## config.mk

```make
export PLATFORM = sky130hd
export DESIGN_NAME = wb_spi_regif
export DESIGN_NICKNAME = d
export VERILOG_FILES = /design/src/rtl/wb_spi_regif.sv
export SDC_FILE = /design/constraint.sdc
export NUM_CORES = 1
export LEC_CHECK = 0
export BUFFER_PORTS_ARGS = -buffer_cell sky130_fd_sc_hd__buf_4
export CAP_MARGIN = 5
export CORE_UTILIZATION = 30
export CTS_BUF_LIST = sky130_fd_sc_hd__clkbuf_16
export CTS_CLUSTER_SIZE = 16
export DETAILED_ROUTE_END_ITERATION = 8
export PLACE_DENSITY = 0.49
export SLEW_MARGIN = 20
export SYNTH_ARGS = -nofsm -noshare
export SYNTH_HDL_FRONTEND = slang
export SYNTH_SLANG_ARGS = --single-unit
```

## constraint.sdc

```tcl
create_clock -name clk -period 3.5 [get_ports clk]
set_clock_uncertainty 0.15 [all_clocks]
set_input_delay 0.175 -clock clk [delete_from_list [all_inputs] [get_ports clk]]
set_output_delay 0.175 -clock clk [all_outputs]
set_load 0.02 [all_outputs]
```

## src/rtl/wb_spi_regif.sv

```systemverilog
// Wishbone classic slave for the SPI peripheral.
// DATA/CMD/STATUS registers with TX and RX FIFOs and sticky overflow flags.
module wb_spi_regif #(
  parameter int          DATA_W     = 10,
  parameter int          CMD_W      = 11,
  parameter int          FIFO_DEPTH = 8,
  parameter logic [31:0] BASE_ADDR  = 32'h0000_0000
) (
  input  logic              clk,
  input  logic              rst,
  input  logic [31:0]       wb_addr,
  input  logic              wb_we,
  input  logic              wb_stb,
  input  logic              wb_cyc,
  input  logic [31:0]       wb_dout,
  output logic [31:0]       wb_din,
  output logic              wb_ack,
  output logic [CMD_W-1:0]  cfg,
  output logic              cfg_wr,
  output logic [DATA_W-1:0] tx_data,
  output logic              tx_valid,
  input  logic              tx_ready,
  input  logic [DATA_W-1:0] rx_data,
  input  logic              rx_valid
);

  localparam int AW = $clog2(FIFO_DEPTH);
  localparam int CW = AW + 1;

  logic sel, acc;
  logic hit_data, hit_cmd, hit_stat;
  logic wr_data, rd_data, wr_cmd, rd_stat;

  assign sel      = wb_stb & wb_cyc;
  assign acc      = sel & ~wb_ack;
  assign hit_data = (wb_addr == BASE_ADDR + 32'h10);
  assign hit_cmd  = (wb_addr == BASE_ADDR + 32'h20);
  assign hit_stat = (wb_addr == BASE_ADDR + 32'h30);
  assign wr_data  = acc & wb_we & hit_data;
  assign rd_data  = acc & ~wb_we & hit_data;
  assign wr_cmd   = acc & wb_we & hit_cmd;
  assign rd_stat  = acc & ~wb_we & hit_stat;

  logic [DATA_W-1:0] tx_mem [FIFO_DEPTH];
  logic [AW-1:0]     tx_wp, tx_rp;
  logic [CW-1:0]     tx_cnt;
  logic              tx_empty, tx_full, tx_push, tx_pop;

  logic [DATA_W-1:0] rx_mem [FIFO_DEPTH];
  logic [AW-1:0]     rx_wp, rx_rp;
  logic [CW-1:0]     rx_cnt;
  logic              rx_empty, rx_full, rx_push, rx_pop;

  logic tx_ovf, rx_ovf;

  assign tx_empty = (tx_cnt == '0);
  assign tx_full  = (tx_cnt == CW'(FIFO_DEPTH));
  assign tx_pop   = ~tx_empty & tx_ready;
  // A full FIFO still takes a write when the head leaves on the same edge
  assign tx_push  = wr_data & (~tx_full | tx_pop);
  assign tx_valid = ~tx_empty;
  assign tx_data  = tx_mem[tx_rp];

  assign rx_empty = (rx_cnt == '0);
  assign rx_full  = (rx_cnt == CW'(FIFO_DEPTH));
  assign rx_pop   = rd_data & ~rx_empty;
  assign rx_push  = rx_valid & (~rx_full | rx_pop);

  always_ff @(posedge clk) begin
    if (tx_push) tx_mem[tx_wp] <= wb_dout[DATA_W-1:0];
    if (rx_push) rx_mem[rx_wp] <= rx_data;
  end

  always_ff @(posedge clk) begin
    if (rst) begin
      tx_wp  <= '0;
      tx_rp  <= '0;
      tx_cnt <= '0;
      rx_wp  <= '0;
      rx_rp  <= '0;
      rx_cnt <= '0;
    end else begin
      if (tx_push) tx_wp <= tx_wp + 1'b1;
      if (tx_pop)  tx_rp <= tx_rp + 1'b1;
      if (rx_push) rx_wp <= rx_wp + 1'b1;
      if (rx_pop)  rx_rp <= rx_rp + 1'b1;
      if (tx_push & ~tx_pop) tx_cnt <= tx_cnt + 1'b1;
      if (~tx_push & tx_pop) tx_cnt <= tx_cnt - 1'b1;
      if (rx_push & ~rx_pop) rx_cnt <= rx_cnt + 1'b1;
      if (~rx_push & rx_pop) rx_cnt <= rx_cnt - 1'b1;
    end
  end

  logic [31:0] status, rdata;

  always_comb begin
    status        = '0;
    status[0]     = tx_empty;
    status[1]     = tx_full;
    status[2]     = rx_empty;
    status[3]     = rx_full;
    status[4]     = tx_ovf;
    status[5]     = rx_ovf;
    status[15:8]  = 8'(tx_cnt);
    status[23:16] = 8'(rx_cnt);
  end

  always_comb begin
    rdata = '0;
    unique case (1'b1)
      hit_data: rdata = rx_empty ? '0 : 32'(rx_mem[rx_rp]);
      hit_cmd:  rdata = 32'(cfg);
      hit_stat: rdata = status;
      default:  rdata = '0;
    endcase
  end

  logic tx_set, rx_set;
  assign tx_set = wr_data & tx_full & ~tx_pop;
  assign rx_set = rx_valid & rx_full & ~rx_pop;

  always_ff @(posedge clk) begin
    if (rst) begin
      wb_ack <= 1'b0;
      wb_din <= '0;
      cfg    <= '0;
      cfg_wr <= 1'b0;
      tx_ovf <= 1'b0;
      rx_ovf <= 1'b0;
    end else begin
      wb_ack <= acc;
      cfg_wr <= wr_cmd;
      if (wr_cmd) cfg <= wb_dout[CMD_W-1:0];
      if (acc) wb_din <= wb_we ? '0 : rdata;
      // Set wins over a same-edge STATUS-read clear
      tx_ovf <= tx_set | (tx_ovf & ~rd_stat);
      rx_ovf <= rx_set | (rx_ovf & ~rd_stat);
    end
  end

  logic unused_ok;
  assign unused_ok = ^wb_dout;

endmodule
```

==> run metrics, run 1 <==
clock network power share=roughly 46%; FF+latch count, synth=217; Die Ht=175.1 um; max frequency=roughly 0.33 GHz; hold_ws=0.01187 ns; routed vias=5244; Die X=175.1 um; H-tree levels=1; delay of the slowest cell on the worst path=0.44 ns; I/O pins=137; Pint=~4.5 mW; Yosys top cell area share=53.44%; clock root buffer=clkbuf_16; GRT Total Usage=13.79%; number of global-route vias before repair=5500; Worst Hold Class=in -> reg; first-pass iteration count of the detailed router=4; crit start category=flip-flop; vias per inst=roughly 4.7; setup TNS=0 ns; top_reg_cell synth=edfxtp_1; CP Capture Type=flip-flop; Final min period=slightly above 3 ns; area leader, netlist=edfxtp_1; clock-pin transition on the worst setup and hold timing paths=0.06 ns; CP arrival=approximately 3.3 ns; Routed WL=approximately 21 mm; data required time of the worst path=3.77 ns; Comb power frac=under 10%; ANT cells=0; Psw=1.097 mW; post-synthesis sequential area ratio=66.14%; worst vdd ir=~280 uV; Max Cap Viol=0; sw frac=19.57%; Worst-Margin Slew=about 0.92 ns; Initial Utilization=30.41%; gr ovfl total=0; wire per inst=18.69 um; Avg Inst Size Synth=~16 sq um; Leak=3.900 nW; Placed Instances=1059; Synth cell types=51; DRT iter0 DRCs=280; layout cells sized above 1=31.70%; synth warn=0; Port Buf Inserts=99; initial antenna violation count=0; critical path class=reg -> reg; period utilisation layout=87.66%; final setup margin=0.4318 ns; Sink Count=217; final non-filler cell total=~1.1k; Place WS=~0.42 ns; asr flop ratio synth=0%; post-synthesis cell count=567; DRC errors left=0; power per cell area=494.1 nW/um^2; final antenna-violating net count=0; core area=29560 sq um; CTS tree=built; clock tree buffer depth=3; post-DP HPWL=between 10 and 15 mm; setup violators final=0; status=complete, no violations; die area=slightly above 30000 sq um; crit-path cells=and3b_1, nand3_1, nor4b_4, inv_1, ha_1, ha_1, a21o_1, a21oi_1, xnor2_1, or3_1, a21oi_1; worst-skew pair later-pin latency=0.50 ns; Rows=63; CTS Buf Count=23; CP bufs+invs=1; largest delay contributor family on the critical path=simple AND/OR/NAND/NOR gates; Placer Congestion=0.7286; largest cells by area after synthesis=edfxtp_1, dfxtp_1, mux4_2; largest net degree at the start of global routing=between 50 and 60; slowest cell on the critical path=and3b_1; Synth Cell Area=8990 sq um; Design Power=5.607 mW; Final nets=812; EDFF count, synth=160; Slew HR=38.48%; Slew Viols, Final=0; Seq pwr share=about half; first-pass GRT wire length=31.79 mm; final hold vios=0; RSZ-0062 raised after global routing=false; Layout fillers=2792; Layout area overhead=26.22%; crit path max fanout=9
[cell usage after synthesis, types with 3 or more instances]
master and instances:
buf_4 19, nor3b_1 3, buf_2 4, nor2_1 45, xnor2_1 5, o41ai_1 7
nand2_1 29, ha_1 10, nand3_1 8, mux2i_1 26, a221oi_1 7, edfxtp_1 160
inv_1 9, nor4_1 4, nor4_2 10, nand2b_1 10, clkbuf_1 17, nor3_1 14
a21oi_1 25, o21ai_0 5, xor2_1 6, dfxtp_1 57, mux2_2 11, mux4_2 40
[metal layers]
| metal | GRT usage [%] | vias up | wire length [um] |
|---|---|---|---|
| met5 | 0 | - | 0 |
| met4 | 4.312 | 0 | 557 |
| met3 | 2.089 | 38 | 827 |
| met2 | 25.58 | 110 | 11180 |
| met1 | 16.23 | 2618 | 8470 |
| li1 | - | 2478 | - |
[path summary, 6_finish.rpt]
kind	startpoint	endpoint	slack [ns]	depth (start not counted)
max	wb_ack$_SDFF_PP0_	tx_cnt[3]$_SDFFE_PP0P_	0.43	11
min	rst	rx_wp[1]$_SDFFE_PP0P_	0.01	2
max reg2reg	wb_ack$_SDFF_PP0_	tx_cnt[3]$_SDFFE_PP0P_	0.43	11
min reg2reg	wb_din[11]$_SDFFE_PP0N_	wb_din[11]$_SDFFE_PP0N_	0.30	2
[kinds of logic after synthesis]
group,Yosys count,synth area share (%)
compound gates,57,4.579
xor+xnor,11,1.072
fa+ha+maj,11,1.614
buf+inv,51,2.978
flops,217,66.14
mux,77,14.29
other cells,1,0.04171
simple gates,142,9.283
[stage by stage]
stage                     utilization, %  instance area, sq um
final                              38.39                 11350
after global routing               38.39                 11350
after CTS                          38.39                 11350
after detailed placement           34.77                 10280
after global placement             34.77                 10280
after floorplan                        -                  9046
[final cells by class]
| type | instances | area, sq um | share of cell area, % |
|---|---|---|---|
| Clock buffer | 23 | 575.6 | 5.072 |
| Clock inverter | 17 | 234.0 | 2.062 |
| Inverter | 9 | 33.78 | 0.2977 |
| Multi-Input combinational cell | 314 | 2841 | 25.04 |
| Sequential cell | 217 | 5946 | 52.40 |
| Tap cell | 390 | 488.0 | 4.300 |
| Timing Repair Buffer | 155 | 1229 | 10.83 |
[power by group through the flow]
stage	sequential, mW	combinational (mW)	clock (mW)
floorplan	2.85	0.100	0
global placement	2.85	0.189	0
detailed placement	2.85	0.197	0
CTS	2.79	0.220	2.66
global route	2.80	0.237	2.74
finish	2.79	0.217	2.59
[state kept, by name, summed over array words and instances (netlist names), named ones only]
signal  count
tx_rp       3
rx_wp       3
rx_mem     80
rx_cnt      4
wb_ack      1
cfg        11
tx_mem     80
cfg_wr      1
tx_ovf      1
rx_ovf      1
tx_cnt      4
wb_din     16
rx_rp       3
tx_wp       3
[placed cells by master, fill, tap and decap left out, types with 8 or more instances in the layout]
| master | n |
|---|---|
| inv_1 | 12 |
| mux2i_1 | 26 |
| nor4_2 | 9 |
| buf_4 | 129 |
| nor2_1 | 45 |
| nand3_1 | 8 |
| dlygate4sd3_1 | 26 |
| mux2_2 | 11 |
| edfxtp_1 | 160 |
| dfxtp_1 | 57 |
| ha_1 | 10 |
| nor3_1 | 14 |
| clkbuf_16 | 23 |
| mux4_2 | 40 |
| a21oi_1 | 25 |
| nand2_1 | 29 |
| conb_1 | 16 |
| nand2b_1 | 10 |
[timing repair]
item	CTS	global route
hold buffers	26	0
buffers inserted	0	0
endpoints found under the hold margin	180	0
gates resized for setup	0	0
setup endpoints to repair	0	0
No activity file was read; power rests on OpenSTA's default activity.
==> run 2: changes to the inputs <==
--- a/config.mk
+++ b/config.mk
@@ -5,13 +5,14 @@
 export SDC_FILE = /design/constraint.sdc
 export NUM_CORES = 1
 export LEC_CHECK = 0
+export ABC_AREA = 1
 export BUFFER_PORTS_ARGS = -buffer_cell sky130_fd_sc_hd__buf_4
 export CAP_MARGIN = 5
 export CORE_UTILIZATION = 30
 export CTS_BUF_LIST = sky130_fd_sc_hd__clkbuf_16
 export CTS_CLUSTER_SIZE = 16
 export DETAILED_ROUTE_END_ITERATION = 8
-export PLACE_DENSITY = 0.49
+export PLACE_DENSITY = 0.48
 export SLEW_MARGIN = 20
 export SYNTH_ARGS = -nofsm -noshare
 export SYNTH_HDL_FRONTEND = slang
==> run 2 against run 1 <==
Effect of this change:
- synthesized cell count grew 74%
- clock power shrank 4%
- critical path depth shrank 4
==> run metrics, run 2 <==
core area=30910 sq um; Final nets=1219; final hold vios=0; Sink Count=~220; postcts setup bufs=0; post-DP HPWL=15.80 mm; largest net degree at the start of global routing=41; CP arrival=2.32 ns; Port Buf Inserts=99; clock root buffer=clkbuf_16; CTS tree=built; CTS Buf Count=26; Seq pwr share=44.1%; Yosys top cell area share=50.48%; hold_ws=0.05812 ns; worst-skew pair later-pin latency=0.52 ns; sw frac=27.66%; clock-pin transition on the worst setup and hold timing paths=approximately 0.060 ns; data required time of the worst path=about 3.2 ns; Placer Congestion=0.7846; Worst-Margin Slew=0.7632 ns; gr ovfl total=0; Die X=180.1 um; Psw=1.795 mW; FF+latch area=just under 6000 sq um; final antenna-violating net count=0; crit-path cells=inv_1, buf_4, o21ai_0, o22ai_1, nor2_1, a31oi_1, buf_4; top_reg_cell synth=edfxtp_1; number of global-route vias before repair=6675; post-synthesis sequential area ratio=62.47%; routed vias=~7.0k; Leak=4.821 nW; EDFF count, synth=160; first-pass GRT wire length=about 38 mm; Die Ht=180.1 um; count leader, synth=nand2_1; Resize count post-CTS=0; Initial Utilization=30.79%; Synth cell types=35; Rows=64; first-pass iteration count of the detailed router=5; RSZ-0062 raised after global routing=false; FF+latch count, synth=roughly 220; largest cells by area after synthesis=edfxtp_1, dfxtp_1, nand2_1; CP Capture Type=output pin; Synth Cell Area=~9500 sq um; slowest cell on the critical path=buf_4; Final min period=approximately 2.6 ns; Slew Viols, Final=0; synth warn=0; max frequency=0.3785 GHz; power per cell area=549.5 nW/um^2; Avg Inst Size Synth=9.673 sq um; post-synthesis cell count=a little under 1k; area leader, netlist=edfxtp_1; largest delay contributor family on the critical path=buffers and inverters; wire per inst=15.64 um; Layout area overhead=24.10%; H-tree levels=1; RR Startpoint=tx_cnt[1]$_SDFFE_PP0P_; Synth top cells by count=nand2_1, edfxtp_1, nor2_1, inv_1, nand3_1; GRT Total Usage=14.89%; crit path max fanout=30; die area=between 30000 and 40000 sq um; Layout fillers=3104; highest-count cells in the layout ignoring fill and taps=nand2_1, edfxtp_1, nor2_1; worst vdd ir=just under 300 uV; initial antenna violation count=0; reg2reg path depth=13; setup violators final=0; Hold-fix buffers, CTS=27; most common cell after layout, fill and taps aside=nand2_1; CP bufs+invs=3; ANT cells=0; DRC errors left=0; status=complete, no violations; delay of the slowest cell on the worst path=0.38 ns; Max Cap Viol=0; Slew HR=49.07%; footprint of the multi-input gates=2944 sq um; Worst Hold Class=in -> reg; WHS Path Cells=5; layout cells sized above 1=roughly 18%; period utilisation layout=75.49%; Comb power frac=17.7%; Pint=4.695 mW; DRT iter0 DRCs=447; Hold Startpoint=wb_cyc; top flop regs=rx_mem x80, tx_mem x80, wb_din x16; asr flop ratio synth=0%; Crit path top cell by count=buf_4; crit start category=flip-flop; Routed WL=24.13 mm; setup TNS=0 ns; clock network power share=a little under two fifths; vias per inst=roughly 4.5; Critical Path Stages=7; I/O pins=around 140; clock tree buffer depth=3; critical path class=reg -> out
-- run 2: cell families after synthesis --
logic type | after synthesis | synth area share (%)
AND/OR/NAND/NOR | 457 | 20.91
flip-flops | 217 | 62.47
buffers and inverters | 161 | 7.191
AO/OA/AOI/OAI | 130 | 7.217
adder cells (fa/ha/maj) | 11 | 1.525
XOR/XNOR | 7 | 0.6442
other | 1 | 0.03940
-- run 2: final cells by class --
class,count,share of cell area [%]
flip-flops and latches,217,50.34
well taps,396,4.195
clock inverters,21,1.028
clock buffers,27,5.720
repair buffers,155,10.42
inverters,106,3.369
multi-input cells,621,24.93
-- run 2: power groups by stage --
| stage | combinational [mW] | clock (mW) | sequential, mW |
|---|---|---|---|
| 5_1_grt | 1.27 | 2.66 | 2.87 |
| 2_1_floorplan | 0.718 | 0 | 2.91 |
| 6_report | 1.15 | 2.48 | 2.86 |
| 3_5_place_dp | 1.13 | 0 | 2.91 |
| 4_1_cts | 1.16 | 2.56 | 2.86 |
| 3_3_place_gp | 1.13 | 0 | 2.91 |
-- run 2: worst reg2reg max path, stage by stage (launching register included) --
cell and delay [ns]:
dfxtp_1 0.37, nor4_1 0.49, nand2_1 0.17, nand3_4 0.15
ha_1 0.22, ha_1 0.24, nand2_1 0.06, nand2_1 0.06
a21oi_1 0.15, nor2_1 0.06, nor2_1 0.08, nand2_1 0.07
o21ai_0 0.14, a21oi_1 0.06
-- run 2: path summary, 6_finish.rpt --
path	to	slack, ns
min	wb_ack$_SDFF_PP0_	0.06
max reg2reg	tx_cnt[3]$_SDFFE_PP0P_	0.92
min reg2reg	rx_ovf$_SDFF_PP0_	0.31
max	tx_data[5]	0.86
-- run 2: through the flow --
stage	power, mW	cells	utilization (%)	area [sq um]	setup WS [ns]
global route	6.798	1543	38.21	11810	0.4953
CTS	6.574	1543	38.21	11810	0.8158
global placement	4.041	1468	34.76	10740	0.8007
floorplan	3.627	999	-	9574	1.125
finish	6.490	1543	38.21	11810	0.8580
detailed placement	4.047	1468	34.76	10740	0.7666
-- run 2: routing by layer --
metal	global-route usage (%)	routed length, um
met1	20.21	11400
met2	24.98	11240
met3	2.445	1159
met4	3.111	334
met5	0	0
==> run 3: changes to the inputs <==
--- a/config.mk
+++ b/config.mk
@@ -12,7 +12,7 @@
 export CTS_BUF_LIST = sky130_fd_sc_hd__clkbuf_16
 export CTS_CLUSTER_SIZE = 16
 export DETAILED_ROUTE_END_ITERATION = 8
-export PLACE_DENSITY = 0.48
+export PLACE_DENSITY = 0.5
 export SLEW_MARGIN = 20
 export SYNTH_ARGS = -nofsm -noshare
 export SYNTH_HDL_FRONTEND = slang
==> constraint.sdc (replaced) <==
create_clock -name clk -period 2.41 [get_ports clk]
set_clock_uncertainty 0.15 [all_clocks]
set_input_delay 0.1205 -clock clk [delete_from_list [all_inputs] [get_ports clk]]
set_output_delay 0.1205 -clock clk [all_outputs]
set_load 0.02 [all_outputs]
==> run 3 against run 2 <==
Effect of this change:
- core utilization increased by 1.1 points
- register-to-register slack got worse by 0.71 ns
- via count grew 1.1%
- setup slack got worse by 0.69 ns
- design area grew 2.8%
- sequential power increased by 46%
- die area unchanged
- worst hold slack got worse by 0.0095 ns
- critical path depth shrank 1
- count of clock-buffer cells in the layout did not move
- global-route usage barely moved
- critical path type unchanged
- largest power group unchanged
- highest routed layer unchanged
==> run metrics, run 3 (synthesis results as in run 2) <==
status=complete, no violations; Psw=~2.6 mW; layout cells sized above 1=a little over 20%; CP Capture Type=output pin; Layout area overhead=27.57%; sw frac=27.48%; FF+latch area=5949 sq um; DRT iter0 DRCs=419; CP bufs+invs=2; critical path class=reg -> out; crit start category=flip-flop; Seq pwr share=43.7%; CP arrival=approximately 2 ns; reg2reg path depth=14; H-tree levels=1; RSZ-0062 raised after global routing=false; first-pass GRT wire length=37.71 mm; Port Buf Inserts=99; Sink Count=about 220; FF-to-FF End=tx_cnt[3]$_SDFFE_PP0P_; period utilisation layout=92.94%; Layout fillers=3082; slowest cell on the critical path=dfxtp_1; crit-path cells=buf_4, o21ai_0, o22ai_1, nor2_1, a31oi_1, buf_4; Max Cap Viol=0; largest delay contributor family on the critical path=compound AO/OA/AOI/OAI gates; Pint=6.924 mW; data required time of the worst path=2.14 ns; Routed WL=24.38 mm; RR Startpoint=tx_cnt[3]$_SDFFE_PP0P_; Initial Utilization=30.79%; Final min period=2.240 ns; Slew Viols, Final=0; max frequency=0.4465 GHz; clock network power share=~38%; clock tree buffer depth=3; footprint of the multi-input gates=2973 sq um; initial antenna violation count=0; final hold vios=0; power per cell area=786.4 nW/um^2; largest net degree at the start of global routing=41; crit path max fanout=20; ANT cells=0; Place WS=-0.03156 ns; final setup margin=0.1702 ns; most common cell after layout, fill and taps aside=nand2_1; worst-skew pair later-pin latency=0.51 ns; Crit path top cell by count=buf_4; die area=approximately 32000 sq um; CTS tree=built; setup violators final=0; Die Ht=between 150 and 200 um; Die X=180.1 um; clock root buffer=clkbuf_16; highest-count cells in the layout ignoring fill and taps=nand2_1, edfxtp_1, buf_4; CTS Buf Count=26; vias per inst=4.490; gr ovfl total=0; Final nets=between 1k and 1.5k; Placer Congestion=0.7894; Worst-Margin Slew=~0.66 ns; worst vdd ir=492.2 uV; I/O pins=between 100 and 150; Slew HR=56.06%; core area=30910 sq um; DRC errors left=0; clock-pin transition on the worst setup and hold timing paths=0.06 ns; post-DP HPWL=roughly 16 mm; Rows=64; Critical Path Stages=6; Comb power frac=18.6%; Worst Hold Class=in -> reg; number of global-route vias before repair=6680; Worst Setup EP=tx_data[6]; Leak=a little under 5 nW; Design Power=9.549 mW; setup TNS=0 ns; first-pass iteration count of the detailed router=5; Final Util=39.28%; wire per inst=15.56 um; final antenna-violating net count=0; delay of the slowest cell on the worst path=0.38 ns; worst reg2reg setup slack=0.21 ns; top flop regs=rx_mem x80, tx_mem x80, wb_din x16; GRT Total Usage=14.92%; routed vias=7036
## run 3: cell count changes in the layout (fill, tap and decap cells not counted), moves of 2 or more
cell / delta
buf_12: +9
buf_4: +16
buf_6: +2
clkinv_2: +2
clkinvlp_4: +2
dfxtp_1: -3
dfxtp_2: +3
dlygate4sd3_1: -3
inv_6: -2
## run 3: worst min-delay path by stage
stage	start	to	slack [ns]	cells past startpoint
2_1_floorplan	rx_data[0]	rx_mem[0][0]$_DFFE_PP_	0.07	0
3_3_place_gp	rx_data[5]	rx_mem[4][5]$_DFFE_PP_	0.21	1
3_5_place_dp	rx_data[5]	rx_mem[4][5]$_DFFE_PP_	0.21	1
4_1_cts	wb_we	tx_wp[1]$_SDFFE_PP0P_	0.02	6
5_1_grt	wb_we	tx_wp[1]$_SDFFE_PP0P_	0.07	6
6_report	wb_we	tx_wp[1]$_SDFFE_PP0P_	0.05	6
## run 3: area by class of cell
class                           instances  share of cell area [%]
Tap cell                              396                   4.081
Inverter                              106                   3.308
Clock buffer                           27                   5.565
Timing Repair Buffer                  179                   12.55
Clock inverter                         21                   1.010
Multi-Input combinational cell        621                   24.48
Sequential cell                       217                   49.00
## run 3: what timing repair did
item / CTS / global route
endpoints found under the hold margin: 178 / 0
cloned: 0 / 0
setup endpoints to repair: 2 / 14
setup buffers: 0 / 2
gates resized for setup: 2 / 11
hold buffers: 24 / 0
pin swaps: 0 / 2
## run 3: routing by layer
metal  GRT usage (%)  vias up  part of all wire, %
li1                -     3573                    -
met1           20.19     3273                   47
met2           24.96      159                   47
met3           2.648       31                  4.3
met4           3.145        0                  1.5
met5               0        -                    0
## run 3: worst reg2reg max path: stages (launching register included)
cell and delay (ns):
dfxtp_1 0.32, inv_1 0.18, nand4_1 0.17, inv_1 0.13
nor2_2 0.05, ha_2 0.19, ha_1 0.27, nand2_1 0.07
nand2_1 0.05, a21oi_2 0.13, nor2_1 0.05, nor2_1 0.08
nand2_1 0.07, o21ai_1 0.12, a21oi_1 0.05
## run 3: power by group through the flow
stage          logic, mW  registers, mW  clock network [mW]
2_1_floorplan       1.04           4.23                   0
3_3_place_gp        1.68           4.23                   0
3_5_place_dp        1.70           4.23                   0
4_1_cts             1.73           4.16                3.68
5_1_grt             1.96           4.18                3.86
6_report            1.78           4.17                3.60
## run 3: stage by stage
stage / std cells / cell area (sq um) / hold WS (ns)
5_1_grt: 1567 / 12140 / 0.07023
3_5_place_dp: 1493 / 11030 / 0.2129
6_report: 1567 / 12140 / 0.04858
2_1_floorplan: 999 / 9574 / 0.06937
3_3_place_gp: 1493 / 11030 / 0.2098
4_1_cts: 1565 / 12080 / 0.01610
